### src/rtl/systolic_array_control_unit_v2.sv
`default_nettype none
// ============================================================================
//  Module   : systolic_array_control_unit_v2
//  Function : Step sequencer, FIFO occupancy tracking and column-adder
//             handshakes for a ROWS x COLS systolic array.
//  Revision : 1.0  initial release
// ============================================================================
module systolic_array_control_unit_v2 #(
   parameter int ROWS     = 4,
   parameter int COLS     = 4,
   parameter int IN_DEPTH = 4,
   parameter int PS_DEPTH = 4
) (
   input  logic                   clk,
   input  logic                   rst,
   input  logic                   input_en,
   input  logic                   partial_en,
   input  logic                   PE_value_ready,
   input  logic [COLS-1:0]        add_value_ready,
   input  logic [COLS-1:0]        acc_end_flags,
   output logic                   fifo_has_space,
   output logic [ROWS-1:0]        in_fifo_shift,
   output logic [COLS-1:0]        ps_fifo_shift,
   output logic [ROWS*COLS-1:0]   PE_start,
   output logic [ROWS*COLS-1:0]   PE_shift,
   output logic [COLS-1:0]        add_start,
   output logic                   drained,
   output logic                   overflow
);

   localparam int IW  = $clog2(IN_DEPTH + 1);
   localparam int PW  = $clog2(PS_DEPTH + 1);
   localparam int SW  = (ROWS > 1) ? $clog2(ROWS) : 1;
   localparam int FLW = (ROWS + COLS > 2) ? $clog2(ROWS + COLS - 1) : 1;

   localparam logic [IW-1:0]  c_IN_FULL  = IW'(IN_DEPTH);
   localparam logic [PW-1:0]  c_PS_FULL  = PW'(PS_DEPTH);
   localparam logic [SW-1:0]  c_STEP_MAX = SW'(ROWS - 1);
   localparam logic [FLW-1:0] c_FL_LOAD  = FLW'(ROWS + COLS - 2);

   typedef enum logic [1:0] {
      S_IDLE  = 2'd0,
      S_START = 2'd1,
      S_WAIT  = 2'd2,
      S_SHIFT = 2'd3
   } state_t;

   state_t          state_q, state_d;
   logic [SW-1:0]   step_q, step_d;
   logic [FLW-1:0]  fl_q, fl_d;
   logic [IW-1:0]   in_cnt_q [ROWS];
   logic [IW-1:0]   in_cnt_d [ROWS];
   logic [PW-1:0]   ps_cnt_q [COLS];
   logic [PW-1:0]   ps_cnt_d [COLS];
   logic [COLS-1:0] pend_q, pend_d;
   logic [COLS-1:0] abusy_q, abusy_d;
   logic            drained_q, drained_d;
   logic            overflow_q, overflow_d;

   logic            w_in_block, w_in_push, w_any_in, w_any_in_next;
   logic            w_ps_block, w_ps_push;
   logic [COLS-1:0] w_ps_nonempty;

   // Row r only joins the wavefront once the step counter has reached it.
   for (genvar r = 0; r < ROWS; r++) begin : g_row
      if (r == 0) begin : g_first
         assign in_fifo_shift[r] = (state_q == S_SHIFT) && (in_cnt_q[r] != '0);
      end else begin : g_rest
         localparam logic [SW-1:0] c_ROW = SW'(r);
         assign in_fifo_shift[r] = (state_q == S_SHIFT) && (step_q >= c_ROW) &&
                                   (in_cnt_q[r] != '0);
      end
   end

   for (genvar c = 0; c < COLS; c++) begin : g_col
      assign w_ps_nonempty[c] = (ps_cnt_q[c] != '0);
   end

   assign add_start      = pend_q & ~abusy_q & w_ps_nonempty;
   assign ps_fifo_shift  = add_value_ready & abusy_q;
   assign drained        = drained_q;
   assign overflow       = overflow_q;

   // A write is all-or-nothing: one full, non-popping FIFO blocks every row.
   always_comb begin
      fifo_has_space = 1'b1;
      w_in_block     = 1'b0;
      w_any_in       = 1'b0;
      for (int r = 0; r < ROWS; r++) begin
         if (in_cnt_q[r] == c_IN_FULL) begin
            fifo_has_space = 1'b0;
            if (!in_fifo_shift[r]) w_in_block = 1'b1;
         end
         if (in_cnt_q[r] != '0) w_any_in = 1'b1;
      end
   end

   always_comb begin
      w_ps_block = 1'b0;
      for (int c = 0; c < COLS; c++) begin
         if ((ps_cnt_q[c] == c_PS_FULL) && !ps_fifo_shift[c]) w_ps_block = 1'b1;
      end
   end

   assign w_in_push = input_en && !w_in_block;
   assign w_ps_push = partial_en && !w_ps_block;

   always_comb begin
      w_any_in_next = 1'b0;
      for (int r = 0; r < ROWS; r++) begin
         in_cnt_d[r] = in_cnt_q[r];
         if (w_in_push && !in_fifo_shift[r]) begin
            in_cnt_d[r] = in_cnt_q[r] + IW'(1);
         end else if (!w_in_push && in_fifo_shift[r]) begin
            in_cnt_d[r] = in_cnt_q[r] - IW'(1);
         end
         if (in_cnt_d[r] != '0) w_any_in_next = 1'b1;
      end
   end

   always_comb begin
      for (int c = 0; c < COLS; c++) begin
         ps_cnt_d[c] = ps_cnt_q[c];
         if (w_ps_push && !ps_fifo_shift[c]) begin
            ps_cnt_d[c] = ps_cnt_q[c] + PW'(1);
         end else if (!w_ps_push && ps_fifo_shift[c]) begin
            ps_cnt_d[c] = ps_cnt_q[c] - PW'(1);
         end
      end
   end

   always_comb begin
      state_d  = state_q;
      step_d   = step_q;
      fl_d     = fl_q;
      PE_start = '0;
      PE_shift = '0;
      case (state_q)
         S_IDLE: begin
            if (w_any_in || (fl_q != '0)) state_d = S_START;
         end
         S_START: begin
            PE_start = '1;
            state_d  = S_WAIT;
         end
         S_WAIT: begin
            if (PE_value_ready) state_d = S_SHIFT;
         end
         S_SHIFT: begin
            PE_shift = '1;
            if (|in_fifo_shift) begin
               fl_d = c_FL_LOAD;
            end else if (fl_q != '0) begin
               fl_d = fl_q - FLW'(1);
            end
            step_d = (step_q == c_STEP_MAX) ? step_q : step_q + SW'(1);
            // The flush tail keeps stepping until the last row has drained through.
            if (w_any_in_next || (fl_d != '0)) begin
               state_d = S_START;
            end else begin
               state_d = S_IDLE;
               step_d  = '0;
            end
         end
         default: state_d = S_IDLE;
      endcase
   end

   always_comb begin
      pend_d     = (pend_q & ~add_start) |
                   ((state_q == S_SHIFT) ? acc_end_flags : '0);
      abusy_d    = (abusy_q & ~ps_fifo_shift) | add_start;
      overflow_d = overflow_q | (input_en && w_in_block) | (partial_en && w_ps_block);
      drained_d  = (state_q == S_IDLE) && (fl_q == '0) && !w_any_in &&
                   (pend_q == '0) && (abusy_q == '0);
   end

   always_ff @(posedge clk or posedge rst) begin
      if (rst) begin
         state_q    <= S_IDLE;
         step_q     <= '0;
         fl_q       <= '0;
         pend_q     <= '0;
         abusy_q    <= '0;
         drained_q  <= 1'b1;
         overflow_q <= 1'b0;
         for (int r = 0; r < ROWS; r++) in_cnt_q[r] <= '0;
         for (int c = 0; c < COLS; c++) ps_cnt_q[c] <= '0;
      end else begin
         state_q    <= state_d;
         step_q     <= step_d;
         fl_q       <= fl_d;
         pend_q     <= pend_d;
         abusy_q    <= abusy_d;
         drained_q  <= drained_d;
         overflow_q <= overflow_d;
         for (int r = 0; r < ROWS; r++) in_cnt_q[r] <= in_cnt_d[r];
         for (int c = 0; c < COLS; c++) ps_cnt_q[c] <= ps_cnt_d[c];
      end
   end

endmodule
`default_nettype wire

### config.mk
export PLATFORM = sky130hd
export DESIGN_NAME = systolic_array_control_unit_v2
export DESIGN_NICKNAME = d
export VERILOG_FILES = /design/src/rtl/systolic_array_control_unit_v2.sv
export SDC_FILE = /design/constraint.sdc
export NUM_CORES = 1
export LEC_CHECK = 0
export BUFFER_PORTS_ARGS = -buffer_cell sky130_fd_sc_hd__buf_2
export CAP_MARGIN = 20
export CORE_MARGIN = 2
export CORE_UTILIZATION = 55
export DETAILED_ROUTE_END_ITERATION = 10
export GPL_ROUTABILITY_DRIVEN = 0
export PLACE_DENSITY_LB_ADDON = 0.12
export SLEW_MARGIN = 5
export SYNTH_ARGS = -nofsm -noshare
export SYNTH_HDL_FRONTEND = slang
export SYNTH_SLANG_ARGS = --single-unit
### constraint.sdc
create_clock -name clk -period 6.8 [get_ports clk]
set_input_delay 1.36 -clock clk [delete_from_list [all_inputs] [get_ports clk]]
set_output_delay 1.36 -clock clk [all_outputs]
set_load 0.005 [all_outputs]
==> results.toml <==
[power]
clkPwrFrac_pct = 13.3
ir_drop_mv = 0.280
pwr-share-comb_pct = 59.7
power.density_nw_per_um2 = 569
switching_share_pct = 44.1
p_int_uw = 1000
cellLeakagePower_uw = 0.00161
p_switching_uw = 792
seq_power_share_pct = 27.0

[routing]
drc_errors = 0
wl_per_cell_um = 13.1
ant_nets = 0
viasPerCell = 5.09
first_pass_iters = 4
initialDrtViolationCount = 94
wl_mm = 5.33
num_vias = 2076

[critical_path]
critPathLaunchType = "flip-flop"
cp.required_ns = 5.44
r2r-start = "state_q[1]$_DFFE_PP0P_"
end_kind = "primary output"
r2r_slack_ns = 3.38
path_cells = "ha_1 > nand2_1 > inv_1 > buf_2"
slowest_delay_ns = 0.78
reg2reg_depth = 9
crit_slowest_cell = "ha_1"
r2r_end = "step_q[1]$_DFFE_PP0P_"
path_class = "flip-flop to primary output"
critPathMaxFanout = 32
critPathArrivalTime_ns = 2.12

[timing]
hold_viol_final = 0
fmax_mhz = 288
maxSlewViolCount = 0
rsz0062_at_grt = "false"
max-slew-margin-rel_pct = 38.2
tns_ns = 0
period_needed_ns = 3.48
finalWorstSetupSlack_ns = 3.32
worstMarginPinSlew_ns = 0.928
setup_violations = 0
fin_skew_ns = 0.00599
period_share_pct = 51.1

[logic_synthesis]
syn-cell-area_sq_um = 2860
async_reset_ff_share_pct = 100
postSynthCellCount = 302
synth.distinct_cells = 46
syn_nets = 345
yosysSeqAreaShare_pct = 35.9
yosys_warnings = 0
ys_seq_elements = 41
synth-edff-count = 0
syn_avg_cell_area_sq_um = 9.47
yosys_most_used_dff = "dfrtp_1"

[placed_design]
placed_area_sq_um = 3020
dp_hpwl_mm = 4.10
pre_cts_ws_ns = 3.37
io_buffers = 59
place_inst = 400

[cts]
clk_path_buf_depth = 2
cts_tree = "built"
holdBufCountCts = 0
htreeDepth = 2
clock_latency_ns = 0.30
post-cts-setup-buffers = 0
cts_sinks = 41
path_clk_slew_ns = 0.08
cts_buffers = 5
root_buffer = "clkbuf_8"
cts_resized = 0

[global_routing]
grt_usage_pct = 19.8
antenna_found_initial = 0
globalRoute.totalOverflow = 0
first_global_vias = 2000
grt_max_degree = 42
grt_pass1_wl_mm = 9.35

[final_layout]
instances_no_fill = 408
fin_nets = 380
regArea_sq_um = 1030
final_layout_size_suffix_gt1_share_pct = 24.3
layout_common_cells = "buf_2 (59), dfrtp_1 (40), inv_1 (36)"
final_common_cell = "buf_2"
antenna-diode-count = 0
multi_input_area_sq_um = 1450
area_growth_pct = 10.3
fillCellCount = 460
postLayoutCellArea_sq_um = 3150

[floorplanning]
row_count = 26
dieArea_sq_um = 5790
initial_core_util_pct = 56.3
io_pins = 60
dieWidth_um = 76.1
die_h_um = 76.1
core_sq_um = 5070

[hold_path]
hold_class = "flip-flop to flip-flop"
hold-path-endpoint = "overflow$_DFF_PP0_"
min_from = "overflow$_DFF_PP0_"
worstHoldPathCells = 2

[job]
timing.max_cap.violations = 0

[run_status]
status = "complete, no violations"
[cells by family (layout without fill, tap and decap cells)]
logic type / Yosys count / after routing / share of synthesized area, %
AOI/OAI and AO/OA: 51 / 51 / 12.4
adders and majority gates: 33 / 33 / 15.2
xor gates and xnor gates: 23 / 23 / 7.05
and+or+nand+nor: 76 / 76 / 13.3
DFF: 41 / 41 / 35.9
muxes: 7 / 7 / 2.67
buffers and inverters: 71 / 107 / 13.3
[Yosys cell counts (5+ instances only)]
cell type / instances / area (sq um)
dfrtp_1: 40 / 1000
inv_1: 36 / 135
buf_4: 30 / 225
nand2_1: 30 / 113
ha_1: 26 / 325
o21ai_0: 15 / 75.1
nor2_1: 14 / 52.6
xnor2_1: 13 / 114
xor2_1: 10 / 87.6
a21oi_1: 6 / 30.0
nand2b_1: 6 / 37.5
mux2_2: 5 / 56.3
nor3_1: 5 / 25.0
o22ai_1: 5 / 31.3
[sequential cells by signal, summed over array words and instances, names as in the netlist]
name,count
overflow,1
drained,1
state_q,2
step_q,2
pend_q,4
abusy_q,4
fl_q,3
in_cnt_q,12
ps_cnt_q,12
[worst max-delay path, delay by kind of cell (launching register included)]
kind	cells	cell delay [ns]
fa+ha+maj	1	0.78
flops	1	0.39
buf+inv	2	0.35
simple gates	1	0.28
[final cells by class]
cell class	instances	area share, %
tap	70	2.78
clock inverter	3	2.18
inverter	39	4.68
timing repair buffer	60	9.60
multi-input combinational	190	46.0
sequential	41	32.6
clock buffer	5	2.18
[through the flow]
step | hold WS (ns) | utilization, % | total power [uW]
after floorplan | 0.458 | - | 1380
after global placement | 0.469 | 59.4 | 1530
after detailed placement | 0.470 | 59.4 | 1560
after CTS | 0.490 | 62.1 | 1810
after global routing | 0.518 | 62.1 | 1980
final | 0.484 | 62.1 | 1790
[power by group through the flow]
stage                     sequential (uW)  combinational (uW)  clock, uW
final                                 485                1070        238
after global routing                  506                1220        257
after CTS                             485                1080        246
after detailed placement              487                1080          0
after global placement                487                1050          0
after floorplan                       461                 918          0
[layer usage]
metal / vias to the layer above / global-route usage (%) / part of all wire, %
met1: 976 / 28.3 / 50
li1: 1055 / - / -
met3: 4 / 4.98 / 3.7
met5: - / 0 / 0
met2: 41 / 30.6 / 46
met4: 0 / 4.91 / 0.68
[worst max-delay path by stage]
| stage | startpoint | cells past startpoint | slack (ns) | to |
|---|---|---|---|---|
| finish | state_q[1]$_DFFE_PP0P_ | 4 | 3.32 | in_fifo_shift[0] |
| global placement | add_value_ready[0] | 12 | 3.42 | ps_cnt_q[8]$_DFFE_PP0P_ |
| floorplan | add_value_ready[2] | 11 | 3.79 | ps_cnt_q[11]$_DFFE_PP0P_ |
| detailed placement | add_value_ready[0] | 12 | 3.37 | ps_cnt_q[8]$_DFFE_PP0P_ |
| CTS | state_q[1]$_DFFE_PP0P_ | 5 | 3.28 | in_fifo_shift[2] |
| global route | state_q[0]$_DFFE_PP0P_ | 9 | 3.03 | step_q[0]$_DFFE_PP0P_ |
(Power assumes the default switching activity.)
